## src/rtl/instruction_fetch_unit_pkg.sv

```systemverilog
// Shared constants for the fetch stage of the 8-bit pipelined core.
package instruction_fetch_unit_pkg;

  localparam int ADDR_W_DEF = 8;
  localparam int INSTR_W_DEF = 8;
  localparam int DEPTH_DEF = 2;
  localparam logic [7:0] RESET_PC_DEF = 8'h00;
  localparam logic [7:0] NOP_INSTR = 8'h00;

  function automatic int count_width(input int depth);
    return $clog2(depth) + 1;
  endfunction

endpackage

```

## src/rtl/instruction_fetch_unit_if.sv

```systemverilog
// Fetch-stage bus: instruction memory read port plus the decode valid/ready handshake.
interface instruction_fetch_unit_if
  import instruction_fetch_unit_pkg::*;
#(
  parameter int ADDR_W = ADDR_W_DEF,
  parameter int INSTR_W = INSTR_W_DEF
) ();

  logic [ADDR_W-1:0]  imem_addr;
  logic [INSTR_W-1:0] imem_data;
  logic               if_valid;
  logic [INSTR_W-1:0] if_instr;
  logic [ADDR_W-1:0]  if_pc;
  logic               dec_ready;

  // master = fetch unit; slave = memory/decode side
  modport master (
    output imem_addr,
    input  imem_data,
    output if_valid,
    output if_instr,
    output if_pc,
    input  dec_ready
  );

  modport slave (
    input  imem_addr,
    output imem_data,
    input  if_valid,
    input  if_instr,
    input  if_pc,
    output dec_ready
  );

endinterface

```

## src/rtl/instruction_fetch_unit_fetch_fifo.sv

```systemverilog
// Small synchronous prefetch FIFO with first-word-fall-through head and single-cycle flush.
module instruction_fetch_unit_fetch_fifo
  import instruction_fetch_unit_pkg::*;
#(
  parameter int DEPTH = DEPTH_DEF,
  parameter int WIDTH = 16
) (
  input  logic                           clk,
  input  logic                           reset,
  input  logic                           push,
  input  logic                           pop,
  input  logic                           flush,
  input  logic [WIDTH-1:0]               din,
  output logic [WIDTH-1:0]               head,
  output logic [count_width(DEPTH)-1:0]  count
);

  localparam int PTR_W = $clog2(DEPTH);
  localparam int CNT_W = count_width(DEPTH);

  logic [WIDTH-1:0] mem_reg [DEPTH];
  logic [PTR_W-1:0] wr_ptr_reg;
  logic [PTR_W-1:0] rd_ptr_reg;
  logic [CNT_W-1:0] count_reg;

  // Payload storage needs no reset; occupancy alone decides what is valid.
  always_ff @(posedge clk) begin
    if (push) begin
      mem_reg[wr_ptr_reg] <= din;
    end
  end

  always_ff @(posedge clk) begin
    if (reset || flush) begin
      wr_ptr_reg <= '0;
      rd_ptr_reg <= '0;
      count_reg  <= '0;
    end else begin
      if (push) begin
        wr_ptr_reg <= wr_ptr_reg + PTR_W'(1);
      end
      if (pop) begin
        rd_ptr_reg <= rd_ptr_reg + PTR_W'(1);
      end
      case ({push, pop})
        2'b10:   count_reg <= count_reg + CNT_W'(1);
        2'b01:   count_reg <= count_reg - CNT_W'(1);
        default: count_reg <= count_reg;
      endcase
    end
  end

  assign head  = mem_reg[rd_ptr_reg];
  assign count = count_reg;

endmodule

```

## src/rtl/instruction_fetch_unit.sv

```systemverilog
// Fetch stage: owns the fetch PC, prefetches instructions into a FIFO and presents them to decode.
module instruction_fetch_unit
  import instruction_fetch_unit_pkg::*;
#(
  parameter int ADDR_W = ADDR_W_DEF,
  parameter int INSTR_W = INSTR_W_DEF,
  parameter int DEPTH = DEPTH_DEF,
  parameter logic [ADDR_W-1:0] RESET_PC = ADDR_W'(RESET_PC_DEF)
) (
  input  logic                           clk,
  input  logic                           reset,
  input  logic                           fetch_en,
  input  logic                           branch_valid,
  input  logic [ADDR_W-1:0]              branch_target,
  output logic [count_width(DEPTH)-1:0]  fifo_count,
  instruction_fetch_unit_if.master       bus
);

  localparam int CNT_W = count_width(DEPTH);
  localparam int ENTRY_W = ADDR_W + INSTR_W;

  logic [ADDR_W-1:0]  fetch_pc_reg;
  logic [ADDR_W-1:0]  fetch_pc_next;
  logic               push;
  logic               pop;
  logic               has_room;
  logic               head_valid;
  logic [ENTRY_W-1:0] head_entry;
  logic [CNT_W-1:0]   count;

  assign head_valid = (count != '0);
  assign has_room   = (count < CNT_W'(DEPTH));

  // A redirect suppresses both ends of the FIFO so the stale head is not consumed.
  assign pop  = head_valid & bus.dec_ready & ~branch_valid;
  assign push = fetch_en & ~branch_valid & (has_room | pop);

  always_comb begin
    fetch_pc_next = fetch_pc_reg;
    if (branch_valid) begin
      fetch_pc_next = branch_target;
    end else if (push) begin
      fetch_pc_next = fetch_pc_reg + ADDR_W'(1);
    end
  end

  always_ff @(posedge clk) begin
    if (reset) begin
      fetch_pc_reg <= RESET_PC;
    end else begin
      fetch_pc_reg <= fetch_pc_next;
    end
  end

  instruction_fetch_unit_fetch_fifo #(
    .DEPTH (DEPTH),
    .WIDTH (ENTRY_W)
  ) u_fifo (
    .clk   (clk),
    .reset (reset),
    .push  (push),
    .pop   (pop),
    .flush (branch_valid),
    .din   ({fetch_pc_reg, bus.imem_data}),
    .head  (head_entry),
    .count (count)
  );

  assign bus.imem_addr = fetch_pc_reg;
  assign bus.if_valid  = head_valid;
  assign bus.if_instr  = head_valid ? head_entry[INSTR_W-1:0] : INSTR_W'(NOP_INSTR);
  assign bus.if_pc     = head_valid ? head_entry[ENTRY_W-1:INSTR_W] : '0;
  assign fifo_count    = count;

endmodule

```

## src/flat_wrapper.sv

```systemverilog
// flat-port wrapper written by rule: the top's interface ports become plain ports
module instruction_fetch_unit_flat import instruction_fetch_unit_pkg::*;
#(
  parameter int ADDR_W = ADDR_W_DEF,
  parameter int INSTR_W = INSTR_W_DEF,
  parameter int DEPTH = DEPTH_DEF,
  parameter logic [ADDR_W-1:0] RESET_PC = ADDR_W'(RESET_PC_DEF)
)
  (clk, reset, fetch_en, branch_valid, branch_target, fifo_count, bus_imem_addr, bus_imem_data, bus_if_valid, bus_if_instr, bus_if_pc, bus_dec_ready);
  instruction_fetch_unit_if #(.ADDR_W(ADDR_W), .INSTR_W(INSTR_W)) bus_i ();
  input  logic clk;
  input  logic reset;
  input  logic fetch_en;
  input  logic branch_valid;
  input  logic [ADDR_W-1:0] branch_target;
  output logic [count_width(DEPTH)-1:0] fifo_count;
  output wire logic [$bits(bus_i.imem_addr)-1:0] bus_imem_addr;
  input wire logic [$bits(bus_i.imem_data)-1:0] bus_imem_data;
  output wire logic [$bits(bus_i.if_valid)-1:0] bus_if_valid;
  output wire logic [$bits(bus_i.if_instr)-1:0] bus_if_instr;
  output wire logic [$bits(bus_i.if_pc)-1:0] bus_if_pc;
  input wire logic [$bits(bus_i.dec_ready)-1:0] bus_dec_ready;
  assign bus_imem_addr = bus_i.imem_addr;
  assign bus_i.imem_data = bus_imem_data;
  assign bus_if_valid = bus_i.if_valid;
  assign bus_if_instr = bus_i.if_instr;
  assign bus_if_pc = bus_i.if_pc;
  assign bus_i.dec_ready = bus_dec_ready;
  instruction_fetch_unit #(.ADDR_W(ADDR_W), .INSTR_W(INSTR_W), .DEPTH(DEPTH), .RESET_PC(RESET_PC)) u_core (.clk(clk), .reset(reset), .fetch_en(fetch_en), .branch_valid(branch_valid), .branch_target(branch_target), .fifo_count(fifo_count), .bus(bus_i));
endmodule
```

## config.mk

```make
export PLATFORM = sky130hd
export DESIGN_NAME = instruction_fetch_unit_flat
export DESIGN_NICKNAME = d
export VERILOG_FILES = /design/src/rtl/instruction_fetch_unit_pkg.sv /design/src/rtl/instruction_fetch_unit_if.sv /design/src/rtl/instruction_fetch_unit_fetch_fifo.sv /design/src/rtl/instruction_fetch_unit.sv /design/src/flat_wrapper.sv
export SDC_FILE = /design/constraint.sdc
export NUM_CORES = 1
export LEC_CHECK = 0
export BUFFER_PORTS_ARGS = -buffer_cell sky130_fd_sc_hd__buf_2
export CORE_MARGIN = 3
export CORE_UTILIZATION = 40
export DETAILED_ROUTE_END_ITERATION = 10
export PLACE_DENSITY = 0.71
export SLEW_MARGIN = 20
export SYNTH_ARGS = -nofsm -noshare
export SYNTH_HDL_FRONTEND = slang
export SYNTH_HIERARCHICAL = 1
export SYNTH_SLANG_ARGS = --single-unit
```

## constraint.sdc

```tcl
create_clock -name clk -period 1.9 [get_ports clk]
set_input_delay 0.38 -clock clk [delete_from_list [all_inputs] [get_ports clk]]
set_output_delay 0.38 -clock clk [all_outputs]
set_load 0.1 [all_outputs]
```

# ---- Yosys cells after proc, flatten, opt, wreduce, memory -nomap -nowiden
# Memory sizes are Yosys's and may differ from the RTL's. A register that Yosys moved wholly into a read port is not among the register bits.
# Index checks and enable logic that the tools add are counted.
dict set report word_totals {
  regBits 12
  latch_bits 0
  mem_bits_rw 32
  mem_bits_ro 0
  in_bits 21
  out_inout_bits 27
  word_cells 32
  n_memories 1
}
dict set report classes {
  n_addsub 5
  multipliers 0
  div_mod_pow 0
  n_lt_le_gt_ge 1
  eq_ne 2
  shifts 0
  mux 9
  n_bitwise 6
  n_reduce_logical 4
}
# memory words word_bits rd rd_ports_with_merged_regs wr line
set memory_table {}
lappend memory_table {u_core.u_fifo.mem_reg 2 16 1 1 1 instruction_fetch_unit_fetch_fifo.sv:21} ;# logic [WIDTH-1:0] mem_reg [DEPTH];
# op n
set ops {}
lappend ops {{two-way mux 8 bit} 4}
lappend ops {{adder 8 x 1 -> 8 bit, second input constant} 1}
lappend ops {{nonzero test 2 bit} 3}
lappend ops {{bitwise AND 1 bit} 4}
lappend ops {{two-way mux 1 bit} 4}
lappend ops {{one-hot mux 2 bit (2 select lines)} 1}
lappend ops {{adder 1 bit, second input constant} 2}
lappend ops {{adder 2 x 1 -> 2 bit, second input constant} 1}
lappend ops {{== test 2 x 1 -> 1 bit, second input constant} 1}
lappend ops {{== test 2 bit, second input constant} 1}
lappend ops {{< comparator 2 bit, second input constant} 1}
lappend ops {{subtractor 2 x 1 -> 2 bit, second input constant} 1}
lappend ops {{logical OR 1 bit} 1}
lappend ops {{NOT 1 bit} 1}
lappend ops {{bitwise OR 1 bit} 1}

# ---- Longest topological paths before layout
# Gate-level depths: netlist of run 1.
dict set report logic_depth {
  depth_word 7
  depth_mapped 8
  mapped_depth_nobuf 8
}

# ---- Cells and area by module
# Netlist of run 1, hierarchy kept.
# module n_inst cells_each area_per_inst_um2 seq_area_each_um2
set modules_own_cells {}
lappend modules_own_cells {instruction_fetch_unit_fetch_fifo 1 70 1351.3 1061.0}
lappend modules_own_cells {instruction_fetch_unit 1 80 609.3 160.2}

# ---- Worst setup path after synthesis of run 1
# OpenSTA, ideal clock, no wires.
dict set report synth_timing {
  path_type {reg-to-output}
  start {reg u_core.u_fifo.count_reg[0] (netlist: u_core/u_fifo/count[0])}
  end {out bus_if_pc[1]}
  arrival_time_ns 2.876
  required_time_ns 1.520
  path_slack_ns -1.356
  path_stages_with_launch 4
  n_path_buf 1
  cell_sequence {dfxtp_1 nor2_1 clkbuf_1 nor2b_1}
}
dict set report synth_between {
  elab_chain_cells 2
}
# element line
set synth_rtl {}
lappend synth_rtl {{start, declared} instruction_fetch_unit_fetch_fifo.sv:24} ;# logic [CNT_W-1:0] count_reg;
lappend synth_rtl {{start signal, assigned} instruction_fetch_unit_fetch_fifo.sv:46} ;# 2'b10: count_reg <= count_reg + CNT_W'(1);
lappend synth_rtl {{start signal, assigned} instruction_fetch_unit_fetch_fifo.sv:47} ;# 2'b01: count_reg <= count_reg - CNT_W'(1);
lappend synth_rtl {{start signal, assigned} instruction_fetch_unit_fetch_fifo.sv:48} ;# default: count_reg <= count_reg;
lappend synth_rtl {{nonzero test 2 bit} instruction_fetch_unit.sv:31} ;# assign head_valid = (count != '0);
lappend synth_rtl {{two-way mux 8 bit} instruction_fetch_unit.sv:72} ;# assign bus.if_pc = head_valid ? head_entry[ENTRY_W-1:INSTR_W] : '0;
lappend synth_rtl {{end, declared} flat_wrapper.sv:21} ;# output wire logic [$bits(bus_i.if_pc)-1:0] bus_if_pc;
# Every way passes these cells.

==> results.md, run 1 <==
GRT:
- The first global-routing pass estimated 5.858 mm of wire.
- For this run, the total global-route usage over all layers was measured as 0.1271.
- The largest net degree at the start of global routing is 18.
- The initial antenna violation count was 0.
- The number of global-route vias before repair is between 1000 and 1500.
- For this run the aggregate overflow at the end of global routing stands at 0.

Placement:
- Before CTS, the worst setup slack after placement is between 0.04 and 0.05 ns.
- Buffers placed on the I/O ports in this run total 47.
- The area of placed instances is 2410 µm².
- The half-perimeter wire length of the detailed placement result is about 2.6 mm.
- Routability-driven placement finished with a final weighted congestion of 0.8066.

CTS:
- The number of clock buffers added by TritonCTS is 5.
- In this run, post-CTS hold repair placed 0 buffers.
- The clock reaches the later pin of the worst-skew pair after 0.29 ns.
- After clock tree synthesis, the clock-pin slew on the worst setup and hold paths is about 0.09 ns.
- TritonCTS built the clock tree.
- The number of setup buffers added after CTS is 0.
- The H-tree generated during clock tree synthesis spans 2 levels.
- The clock passes through at most 2 buffers.
- In this run the clock root is driven by a clkbuf_8.
- CTS saw 45 sinks.

Critical path:
- At the worst endpoint, the arrival time is 1.51 ns.
- The critical path in this run is classified as reg -> out.
- The depth of the worst register-to-register path is 8.
- In this run the critical register-to-register path is captured at u_core/u_fifo/count[1].
- The sort of element at the start of the critical path is a flip-flop.
- The setup check on the worst reg-to-reg path leaves a slack of 0.20 ns.
- The startpoint identified for the worst register-to-register timing path is u_core/u_fifo/count[1].
- Of all nets on the critical path, the largest fanout is 8.
- The worst setup path is captured at an output pin.
- The destination of the critical timing path is bus_if_pc[0].
- The data required time at the worst endpoint is about 1.5 ns.

Flow run:
- Across the run, the number of max-cap violations was 0.

Power and ir drop:
- The power density over the cells is 785.8 nW/µm².
- The static leakage is ~1.1 nW.
- IR analysis of the VDD net gives a maximum drop of 0.0004608 V.

Die:
- After floorplanning, the core was sized to cover between 4000 and 5000 µm².
- In this run the vertical extent of the chip is approximately 76 µm.
- For this configuration, the core starts out at a cell density of 0.4324.
- The floorplan step defined a die boundary enclosing 5778 µm².
- The width of the chip is 76.01 µm.
- The number of top-level pins is 48.
- After floorplanning, the core was divided into 24 placement rows.

Yosys:
- The post-synthesis register bit count is 45.
- After synthesis, the cell types taking the most area are edfxtp_1 49%, dfxtp_1 13%, mux2_2 9.2%, nor2b_1 3.2%, and2b_1 2.7%.
- The synthesized netlist occupies a cell area of 1961 µm².
- The cell taking the most area after synthesis is edfxtp_1.
- After technology mapping, the gate count stands at 150.
- The post-synthesis net count is 173.
- The share of the synthesized area in the top cell type is 0.4901.
- The synthesis warning total is 6.
- The number of unique standard cell types used by synthesis is 29.
- The share of the Yosys chip area taken by registers is 0.6228.
- The average instance area after synthesis is 13.07 µm².

Routing:
- The DRC violations left is 0.
- The post-detailed-route via-to-cell ratio is 4.699.
- Once detail routing completed, the nets flagged for antenna violations numbered 0.
- After detailed routing, the average wire length per cell comes to 13.41 µm.
- The number of DRC markers after the initial detailed-route iteration is 37.
- The number of detailed-route iterations in the first pass is 4.
- The total via count in the routed design is 1278.
- After detailed routing, the total wire length is 3.647 mm.

STA:
- The total count of hold-check failures in the final report is 0.
- Setup repair after global routing could not meet its margin everywhere.
- The number of max-slew violations in the final report came to 0.
- The post-layout worst setup margin is 0.01253 ns.
- The count of final setup violators is 0.
- For the final database, setup skew stands at 0.008770 ns.
- The worst path in the final design needs a cycle of about 1.9 ns, including I/O delays and setup.
- The headroom to the max-slew limit is 0.6764.
- The achievable clock frequency is 529.8 MHz.
- Of the available clock period, the critical path in the final layout requires 0.9934.
- The worst-margin pin slew is 0.4887 ns.

Cells and area:
- In the final design database the tool counted between 200 and 250 nets.
- Once layout is done, the placed cells without fillers occupy 2829 µm².
- The flip-flop count of the largest register after layout is 32.
- Leaving out fill and tap cells, the most frequent cells in the layout are 32 x edfxtp_1, 31 x buf_2, 17 x buf_12.
- Leaving out fill and tap cells, the most frequent cell in the layout is edfxtp_1.
- The layout has 351 filler cells.
- The layout cell share with drive strength beyond 1 is 0.5266.
- The area overhead of the layout relative to synthesis is 44.29%.
- The number of diodes is 0.

Hold path:
- The number of cells traversed by the worst hold path is 1.
- The type of the most critical hold path is in -> reg.

Run status:
- The run finished with clean final reports.
-- metrics by stage --
step / hold slack, ns / total power, mW / util / TNS (ns) / instances
final: 0.2694 / 2.223 / 0.6239 / 0 / 272
after global routing: 0.2593 / 2.303 / 0.6239 / -0.1761 / 272
after CTS: 0.2568 / 2.210 / 0.5753 / -0.007124 / 271
after detailed placement: 0.4869 / 1.492 / 0.5315 / 0 / 263
after global placement: 0.4792 / 1.486 / 0.5315 / 0 / 263
after floorplan: 0.4430 / 1.405 / - / -0.6794 / 150
-- area by class of cell --
cell class	count	area [µm²]	area share
sequential	45	1240	0.4383
multi-input combinational	91	788.3	0.2786
timing repair buffer	55	576.8	0.2039
tap	65	81.33	0.02875
clock buffer	5	68.82	0.02433
clock inverter	3	43.79	0.01548
inverter	8	30.03	0.01061
-- logic make-up (layout without fill, tap and decap cells) --
group | Yosys count | in the layout | synth area share
DFF | 45 | 45 | 0.6228
AOI/OAI and AO/OA | 18 | 18 | 0.05743
and+or+nand+nor | 45 | 45 | 0.1417
buffers and inverters | 14 | 71 | 0.02872
muxes | 16 | 16 | 0.09189
adders and majority gates | 2 | 2 | 0.01276
xor gates and xnor gates | 10 | 10 | 0.04467
-- repair_timing --
item                                    CTS  global route
endpoints found under the setup margin   16            14
pin swaps                                 0             0
resized for setup                        29            46
gates cloned                              0             1
-- synth_stat cells --
library cell	n
nand2_1	4
edfxtp_1	32
dfxtp_1	13
or3_1	2
nand2b_1	1
a21oi_1	7
nor2b_1	10
buf_2	3
and2b_1	7
o21a_1	6
mux2_2	16
a21o_1	1
nand3_1	2
clkbuf_1	2
nor3b_1	1
a211oi_1	2
ha_1	2
inv_1	8
nor2_1	3
and2_1	1
xnor2_1	5
nor2b_4	1
nor4b_2	1
buf_1	1
xor2_1	5
nand4_1	2
o21ai_0	2
and3_1	2
nor3_1	8
-- power by group --
| part | leakage, nW | switching, mW | internal [mW] |
|---|---|---|---|
| sequential | 0.406 | 0.0290 | 1.09 |
| combinational | 0.668 | 0.263 | 0.132 |
| clock | 0.0585 | 0.319 | 0.394 |
| total | 1.13 | 0.611 | 1.61 |
-- how the worst min path moves through the flow --
stage                            start                            to  slack, ns
5_1_grt               bus_imem_data[6]   u_core/u_fifo/mem_reg[0][6]       0.26
6_report              bus_imem_data[6]   u_core/u_fifo/mem_reg[1][6]       0.27
4_1_cts               bus_imem_data[6]   u_core/u_fifo/mem_reg[0][6]       0.26
2_1_floorplan                    reset        u_core/u_fifo/count[1]       0.44
3_5_place_dp   u_core/bus.imem_addr[3]  u_core/u_fifo/mem_reg[1][11]       0.49
3_3_place_gp   u_core/bus.imem_addr[5]  u_core/u_fifo/mem_reg[0][13]       0.48
-- layer usage --
| layer | vias to the layer above | part of all wire | track usage |
|---|---|---|---|
| met2 | 40 | 0.48 | 0.2145 |
| met5 | - | 0 | 0 |
| li1 | 643 | - | - |
| met4 | 0 | 0.014 | 0.04348 |
| met3 | 6 | 0.058 | 0.04137 |
| met1 | 589 | 0.45 | 0.1531 |
-- critical path: stages, from the launching register on --
cell       delay, ns
dfxtp_4         0.39
clkbuf_16       0.16
mux2_4          0.29
and2b_2         0.21
buf_12          0.16
No activity file was read; power rests on OpenSTA's default activity.
==> inputs of run 2 (changes only) <==
--- a/config.mk
+++ b/config.mk
@@ -5,7 +5,7 @@
 export SDC_FILE = /design/constraint.sdc
 export NUM_CORES = 1
 export LEC_CHECK = 0
-export BUFFER_PORTS_ARGS = -buffer_cell sky130_fd_sc_hd__buf_2
+export BUFFER_PORTS_ARGS = -buffer_cell sky130_fd_sc_hd__buf_4
 export CORE_MARGIN = 3
 export CORE_UTILIZATION = 40
 export DETAILED_ROUTE_END_ITERATION = 10
==> run 2 against run 1 <==
Utilization fell by 0.50 points. Sequential power barely moved. Clock skew fell by 0.0013 ns. Combinational power rose by 2%. Sequential share of layout area rose by 0.35 points. Maximum frequency rose by 0.32%. Via count rose by 3.4%. Final area fell by 0.80%. Flip-flop and latch count did not move. Largest cell class unchanged. Largest power group unchanged.
==> results.md, run 2 (synthesis results as in run 1) <==
CTS:
- The number of clock buffers inserted by TritonCTS is 5 (unchanged).
- The number of post-CTS setup repair buffers is 0 (unchanged).
- The deepest clock path buffer count is 2 (unchanged).
- The root buffer cell is clkbuf_8 (unchanged).
- The clock tree from TritonCTS is yes (unchanged).
- The clock insertion delay at the later pin of the skew report is 0.29 ns (about the same).
- The clock-pin slew of the registers on the worst-case setup and hold paths is 0.08 ns (was 0.09 ns).
- The depth of the CTS H-tree came to 2 (unchanged).
- The number of sinks handled by clock tree synthesis is 45 (unchanged).

GRT:
- The total overflow reported by the global router came to 0 (unchanged).
- The routing layer with the top usage in global route is met2 (unchanged).
- The largest net degree at the start of global routing is 17 (was 18).
- The met3 global-route usage is 0.03428 (was 0.04137).
- The initial antenna violation count was 0 (unchanged).
- The routing usage on met1 is 0.1806 (was 0.1531).
- The met2 usage in global routing is 0.2261 (was 0.2145).
- The global routing usage summed across all routing layers is 0.1394 (was 0.1271).
- The number of global-route vias before repair is 1301 (was 1244).
- The first-pass GRT wire length is 6.361 mm (was 5.858 mm).

Critical path:
- The data required time at the worst endpoint was 1.52 ns (about the same).
- The category of the worst setup path capture point is an output pin (unchanged).
- The kind of critical path was reg -> out (unchanged).
- The arrival time of data at the critical path endpoint is 1.50 ns (was 1.51 ns).
- The delay of the slowest cell on the worst path is 0.38 ns (was 0.39 ns).
- The cell type with the highest occurrence count on the critical path is buf_12.
- The internal reg-to-reg setup slack was 0.11 ns (was 0.20 ns).
- The critical path's slowest cell is dfxtp_4 (unchanged).
- The start of the worst register-to-register path was u_core/u_fifo/count[1] (unchanged).
- The critical path's top delay family was flip-flops (unchanged).
- The largest fanout on the critical path came to 8 (unchanged).
- List of cells traversed by the critical path: buf_12, mux2_2, and2b_2, buf_12 (was clkbuf_16, mux2_4, and2b_2, buf_12).
- The sort of element at the start of the critical path is a flip-flop (unchanged).
- The number of buffer and inverter stages on the critical path was 2 (unchanged).

STA:
- The count of final setup violators is 0 (unchanged).
- The headroom to the max-slew limit came to 0.8193 (was 0.6764).
- The worst setup skew after layout is 0.007445 ns (was 0.008770 ns).
- The total count of hold-check failures in the final report is 0 (unchanged).
- The number of max-slew violations in the final report is 0 (unchanged).
- The worst-margin pin slew is 0.2704 ns (was 0.4887 ns).
- The achievable clock frequency is 531.5 MHz (was 529.8 MHz).
- The fraction of the cycle the final worst path needs came to 0.9903 (was 0.9934).
- The setup TNS came to 0 ns (unchanged).
- The final period demand of the worst path is 1.881 ns (was 1.887 ns).
- RSZ-0062 raised after global routing: true (unchanged).

Die:
- The width of the chip is 76.01 µm (unchanged).
- The number of top-level pins is 48 (unchanged).
- The area inside the core boundary is 4534 µm² (unchanged).
- The full die area came to 5778 µm² (unchanged).
- The initial cell density of the core is 0.4324 (unchanged).
- The site row count is 24 (unchanged).
- The die outline height is 76.01 µm (unchanged).

Cells and area:
- The most common cell after layout, fill and taps aside is buf_4 (was edfxtp_1).
- Commonest non-fill, non-tap cells in the layout: 36 x buf_4, 32 x edfxtp_1, 15 x mux2_2 (was 32 x edfxtp_1, 31 x buf_2, 17 x buf_12).
- The layout cell share with drive strength beyond 1 is 0.5266 (unchanged).
- The count of placed standard cells in the final layout, fillers left out came to 272 (unchanged).
- The flip-flop count of the largest register after layout is 32 (unchanged).
- The layout net count is 229 (unchanged).
- The number of diodes is 0 (unchanged).
- The area overhead of the layout relative to synthesis is 43.14% (was 44.29%).
- The area of all placed cells without fillers is 2806 µm² (was 2829 µm²).
- The fraction of the core area covered by cells at the end of the flow is 0.6189 (was 0.6239).

Placement:
- The half-perimeter wire length of the detailed placement result is 2.837 mm (was 2.560 mm).
- The final weighted congestion in routability-driven placement is 0.8410 (was 0.8066).
- The area of placed instances is 2502 µm² (was 2410 µm²).
- The total instance count after detailed placement is 263 (unchanged).
- The count of buffers from port buffering is 47 (unchanged).

Power and ir drop:
- The power density over the cells is 771.1 nW/µm² (was 785.8 nW/µm²).
- The total power draw is 2.164 mW (was 2.223 mW).
- The peak ir drop on the vdd network was 0.0004093 V (was 0.0004608 V).
- The static leakage is 1.102 nW (was 1.132 nW).

Hold path:
- The launch instance of the worst min-delay path is bus_imem_data[5] (was bus_imem_data[6]).
- The type of the most critical hold path is in -> reg (unchanged).

Routing:
- The post-route antenna net violation count is 0 (unchanged).
- The post-detailed-route via-to-cell ratio is 4.860 (was 4.699).
- The number of detailed-route iterations in the first pass came to 6 (was 4).
- The total via count in the routed design is 1322 (was 1278).
- The sum of routed wire length over all layers was 4.038 mm (was 3.647 mm).
- The number of DRC markers after the initial detailed-route iteration is 55 (was 37).
- The routed length per instance is 14.85 µm (was 13.41 µm).
- The DRC violations left is 0 (unchanged).

Flow run:
- The total of max-cap violations is 0 (unchanged).

Run status:
- Result of the run: finished clean (unchanged).
==> run 2: per-stage QoR <==
step                hold WS (ns)  setup WS, ns
global route              0.2618      -0.03391
finish                    0.2692       0.01852
floorplan                 0.4430       -0.1355
detailed placement        0.4877      -0.06764
CTS                       0.2625     -0.003175
global placement          0.4791       0.07841
==> run 2: power by group <==
| part | switching (mW) | internal, mW | leakage [nW] | total [mW] |
|---|---|---|---|---|
| logic | 0.264 | 0.137 | 0.642 | 0.401 |
| clock network | 0.308 | 0.337 | 0.0534 | 0.645 |
| registers | 0.0314 | 1.09 | 0.406 | 1.12 |
==> run 2: layout make-up <==
type	instances	area, µm²
clock buffer	7	97.59
clock inverter	1	5.005
fill	351	1728
inverter	8	30.03
multi-input combinational	91	760.7
sequential	45	1240
tap	65	81.33
timing repair buffer	55	591.8
==> run 2: final timing paths <==
kind	endpoint	cells past startpoint
worst max-delay path	bus_if_instr[3]	4
worst min-delay path	u_core/u_fifo/mem_reg[1][5]	1
worst max register to register	u_core/u_fifo/count[1]	8
worst min register to register	u_core/u_fifo/mem_reg[1][13]	0
==> run 2: timing repair <==
item,CTS,global route
gates cloned,0,1
endpoints found under the setup margin,16,10
hold buffers,0,0
gates resized for setup,18,26
pin swaps,0,0
==> run 2: routing by layer <==
| layer | wire (µm) | vias up |
|---|---|---|
| met5 | 0 | - |
| met4 | 48 | 0 |
| met3 | 226 | 5 |
| met2 | 1953 | 51 |
| met1 | 1810 | 622 |
| li1 | - | 644 |
==> inputs of run 3 (changes only) <==
--- a/config.mk
+++ b/config.mk
@@ -5,11 +5,12 @@
 export SDC_FILE = /design/constraint.sdc
 export NUM_CORES = 1
 export LEC_CHECK = 0
+export ABC_AREA = 1
 export BUFFER_PORTS_ARGS = -buffer_cell sky130_fd_sc_hd__buf_4
 export CORE_MARGIN = 3
 export CORE_UTILIZATION = 40
 export DETAILED_ROUTE_END_ITERATION = 10
-export PLACE_DENSITY = 0.71
+export PLACE_DENSITY = 0.7
 export SLEW_MARGIN = 20
 export SYNTH_ARGS = -nofsm -noshare
 export SYNTH_HDL_FRONTEND = slang
==> run 3 against run 2 <==
First-iteration DRC count grew 65%. Clock-buffer cell count down 2. Cell count grew 22%. Maximum frequency grew 1.8%. Die area rose by 8.0%. Synthesized cell count rose by 39%. Setup slack improved by 0.033 ns. Flip-flop and latch count unchanged. Sequential power about the same. Total power is 5.6% lower. Critical path type unchanged. Critical endpoint is now bus_if_instr[6].
==> results.md, run 3 <==
Placement:
- The final weighted congestion in routability-driven placement is 0.8266 (was 0.8410).
- The half-perimeter wire length of the detailed placement result is 2.857 mm (was 2.837 mm).
- The total instance count after detailed placement is 323 (was 263).
- The count of buffers from port buffering is 47 (unchanged).
- The area of placed instances is 2691 µm² (was 2502 µm²).

Critical path:
- The sort of element at the start of the critical path is a flip-flop (unchanged).
- The arrival time of data at the critical path endpoint is 1.47 ns (was 1.50 ns).
- The largest fanout on the critical path came to 8 (unchanged).
- The category of the worst setup path capture point is an output pin (unchanged).
- The delay of the slowest cell on the worst path came to 0.35 ns (was 0.38 ns).
- List of cells traversed by the critical path: buf_6, mux2_4, inv_1, nor2_4, buf_4 (was buf_12, mux2_2, and2b_2, buf_12).
- The critical path's top delay family is buffers and inverters (was flip-flops).
- The number of buffer and inverter stages on the critical path was 3 (was 2).
- The kind of critical path is reg -> out (unchanged).
- The data required time at the worst endpoint came to 1.52 ns (about the same).
- The critical path's slowest cell is dfxtp_2 (was dfxtp_4).

Cells and area:
- The layout cell share with drive strength beyond 1 is 0.4129 (was 0.5266).
- The count of placed standard cells in the final layout, fillers left out was 331 (was 272).
- The area of all placed cells without fillers is 2823 µm² (was 2806 µm²).
- The area overhead of the layout relative to synthesis is 32.39% (was 43.14%).
- The multi-input combinational cell area is 824.5 µm² (was 760.7 µm²).
- The number of filler cells placed in the layout is 459 (was 351).
- The flip-flop count of the largest register after layout is 32 (unchanged).
- The number of diodes is 0 (unchanged).
- The layout net count is 286 (was 229).
- Commonest non-fill, non-tap cells in the layout: 38 x buf_4, 34 x inv_1, 32 x nand2_1, 32 x edfxtp_1, 16 x nor2_1 (was 36 x buf_4, 32 x edfxtp_1, 15 x mux2_2).
- The area taken by flip-flops and latches is 1232 µm² (was 1240 µm²).
- The most common cell after layout, fill and taps aside is buf_4 (unchanged).

STA:
- The headroom to the max-slew limit is 0.7765 (was 0.8193).
- The total count of hold-check failures in the final report is 0 (unchanged).
- The worst setup skew after layout is 0.003281 ns (was 0.007445 ns).
- The fraction of the cycle the final worst path needs is 0.9731 (was 0.9903).
- The achievable clock frequency is 540.8 MHz (was 531.5 MHz).
- The final period demand of the worst path is 1.849 ns (was 1.881 ns).
- The number of max-slew violations in the final report is 0 (unchanged).
- The count of final setup violators is 0 (unchanged).
- The worst-margin pin slew was 0.3327 ns (was 0.2704 ns).

Yosys:
- The share of synthesized cell area in and, or, nand and nor gates is 0.1866 (was 0.1417).
- Top area cells in the synthesized netlist: edfxtp_1 45%, dfxtp_1 12%, mux2_4 7.0%, inv_1 6.2%, nor2_1 5.8% (was edfxtp_1 49%, dfxtp_1 13%, mux2_2 9.2%, nor2b_1 3.2%, and2b_1 2.7%).
- The share of the yosys chip area belonging to registers is 0.5728 (was 0.6228).
- The proportion of synthesized flip-flops having asynchronous set or reset was 0 (unchanged).
- The number of unique standard cell types used by synthesis is 29 (unchanged).
- The multiplexer area fraction after synthesis is 0.1021 (was 0.09190).
- The cell taking the most area after synthesis is edfxtp_1 (unchanged).
- The share of the synthesized area in the top cell type is 0.4507 (was 0.4901).
- The main combinational cell family by area after synthesis is simple AND/OR/NAND/NOR gates (unchanged).
- The synthesis warning total is 6 (unchanged).
- The number of flops mapped to enable cells by yosys is 32 (unchanged).
- The average instance area after synthesis is 10.25 µm² (was 13.07 µm²).
- The most frequently used flop master after synthesis is edfxtp_1 (unchanged).
- The post-synthesis register bit count is 45 (unchanged).
- The share of synthesized cell area in full adder, half adder and majority cells is 0.01174 (was 0.01276).
- The area of the mapped netlist is 2132 µm² (was 1961 µm²).
- The post-synthesis net count is 231 (was 173).
- The post-synthesis xor/xnor area fraction was 0.008216 (was 0.04467).
- The most common cell in the synthesized netlist is inv_1 (was edfxtp_1).
- The complex-gate fraction of the synthesized area is 0.02993 (was 0.05743).
- The gate count after technology mapping was 208 (was 150).
- List of most frequent post-synthesis cells: 35 x inv_1, 33 x nor2_1, 32 x edfxtp_1, 32 x nand2_1, 13 x dfxtp_1 (was 32 x edfxtp_1, 16 x mux2_2, 13 x dfxtp_1, 10 x nor2b_1).

Die:
- The width of the chip was 79.01 µm (was 76.01 µm).
- The area inside the core boundary is 4942 µm² (was 4534 µm²).
- The die outline height is 79.01 µm (was 76.01 µm).
- The number of top-level pins is 48 (unchanged).
- The full die area came to 6242 µm² (was 5778 µm²).
- The site row count is 25 (was 24).
- The initial cell density of the core is 0.4314 (was 0.4324).

CTS:
- The depth of the CTS H-tree is 2 (unchanged).
- The number of post-CTS setup repair buffers is 0 (unchanged).
- The deepest clock path buffer count is 2 (unchanged).
- The clock-pin slew of the registers on the worst-case setup and hold paths is 0.08 ns (about the same).
- The clock tree from TritonCTS is yes (unchanged).
- The number of clock buffers inserted by TritonCTS was 5 (unchanged).
- The root buffer cell is clkbuf_8 (unchanged).
- The number of sinks handled by clock tree synthesis is 45 (unchanged).
- The clock insertion delay at the later pin of the skew report came to 0.29 ns (about the same).

GRT:
- The global routing usage summed across all routing layers is 0.1392 (was 0.1394).
- The largest net degree at the start of global routing is 18 (was 17).
- The initial antenna violation count is 0 (unchanged).
- The number of global-route vias before repair is 1494 (was 1301).
- The first-pass GRT wire length is 6.762 mm (was 6.361 mm).
- The total overflow reported by the global router came to 0 (unchanged).

Power and ir drop:
- The portion of total power attributed to combinational logic is 0.186 (was 0.185).
- The proportion of total power due to net switching was 0.2914 (was 0.2787).
- The peak ir drop on the vdd network is 0.0002999 V (was 0.0004093 V).
- The sequential cell fraction of total power is 0.546 (was 0.517).
- The fraction of power consumed by the clock network is 0.268 (was 0.298).
- The net load switching power is 0.5950 mW (was 0.6031 mW).
- The power density over the cells is 723.4 nW/µm² (was 771.1 nW/µm²).
- The design internal power is 1.447 mW (was 1.561 mW).
- The static leakage is 1.193 nW (was 1.102 nW).

Routing:
- The routed length per instance is 12.01 µm (was 14.85 µm).
- The DRC violations left is 0 (unchanged).
- The sum of routed wire length over all layers is 3.974 mm (was 4.038 mm).
- The post-detailed-route via-to-cell ratio is 4.616 (was 4.860).
- The number of DRC markers after the initial detailed-route iteration is 91 (was 55).
- The post-route antenna net violation count came to 0 (unchanged).
- The number of detailed-route iterations in the first pass was 4 (was 6).
- The total via count in the routed design is 1528 (was 1322).

Hold path:
- The type of the most critical hold path was in -> reg (unchanged).

Flow run:
- The total of max-cap violations is 0 (unchanged).

Run status:
- Result of the run: finished clean (unchanged).
[run 3: logic make-up (layout without fill, tap and decap cells)]
kind of cell	after synthesis	count (layout)
xor gates and xnor gates	2	2
AOI/OAI and AO/OA	12	12
and+or+nand+nor	89	89
adders and majority gates	2	2
DFF	45	45
muxes	16	16
buffers and inverters	42	98
[run 3: worst paths after layout]
check	start	to	slack, ns	depth (start not counted)
worst max-delay path	flip-flop	bus_if_instr[6]	0.05	5
worst min register to register	u_core/u_fifo/rd_ptr_reg	u_core/u_fifo/rd_ptr_reg	0.52	2
worst min-delay path	bus_imem_data[2]	u_core/u_fifo/mem_reg[1][2]	0.27	1
worst max register to register	u_core/u_fifo/count[1]	u_core/u_fifo/count[1]	0.37	10
[run 3: power groups by stage]
| stage | Combinational [mW] | Sequential, mW | Clock (mW) |
|---|---|---|---|
| 2_1_floorplan | 0.195 | 1.22 | 0 |
| 3_3_place_gp | 0.374 | 1.14 | 0 |
| 3_5_place_dp | 0.378 | 1.14 | 0 |
| 4_1_cts | 0.379 | 1.11 | 0.570 |
| 5_1_grt | 0.406 | 1.12 | 0.608 |
| 6_report | 0.380 | 1.11 | 0.548 |
[run 3: repair_timing]
| item | 4_1_cts | 5_1_grt |
|---|---|---|
| resized for setup | 1 | 13 |
| hold buffers | 0 | 0 |
| gates cloned | 0 | 0 |
| pin swaps | 0 | 0 |
| setup endpoints to repair | 6 | 16 |
[run 3: layout make-up]
type | count | share of cell area
Clock inverter | 3 | 0.004433
Multi-Input combinational cell | 121 | 0.2921
Inverter | 38 | 0.05275
Timing Repair Buffer | 52 | 0.1600
Tap cell | 67 | 0.02970
Sequential cell | 45 | 0.4366
Clock buffer | 5 | 0.02438
[run 3: stage by stage]
stage                     setup slack [ns]  hold slack (ns)  utilization   TNS, ns  power [mW]
after global routing              -0.02684           0.2505       0.5711  -0.02986       2.135
after CTS                         -0.01112           0.2597       0.5618  -0.02406       2.063
after detailed placement            0.1818           0.5050       0.5446         0       1.515
after floorplan                    0.02065           0.4424            -         0       1.413
final                              0.05103           0.2701       0.5711         0       2.042
after global placement              0.2744           0.5053       0.5446         0       1.510
[run 3: routing by layer]
layer	global-route usage	wire, µm	vias up
li1	-	-	777
met1	0.1779	1825	697
met2	0.2247	1854	47
met3	0.03741	235	7
met4	0.05498	58	0
met5	0	0	-
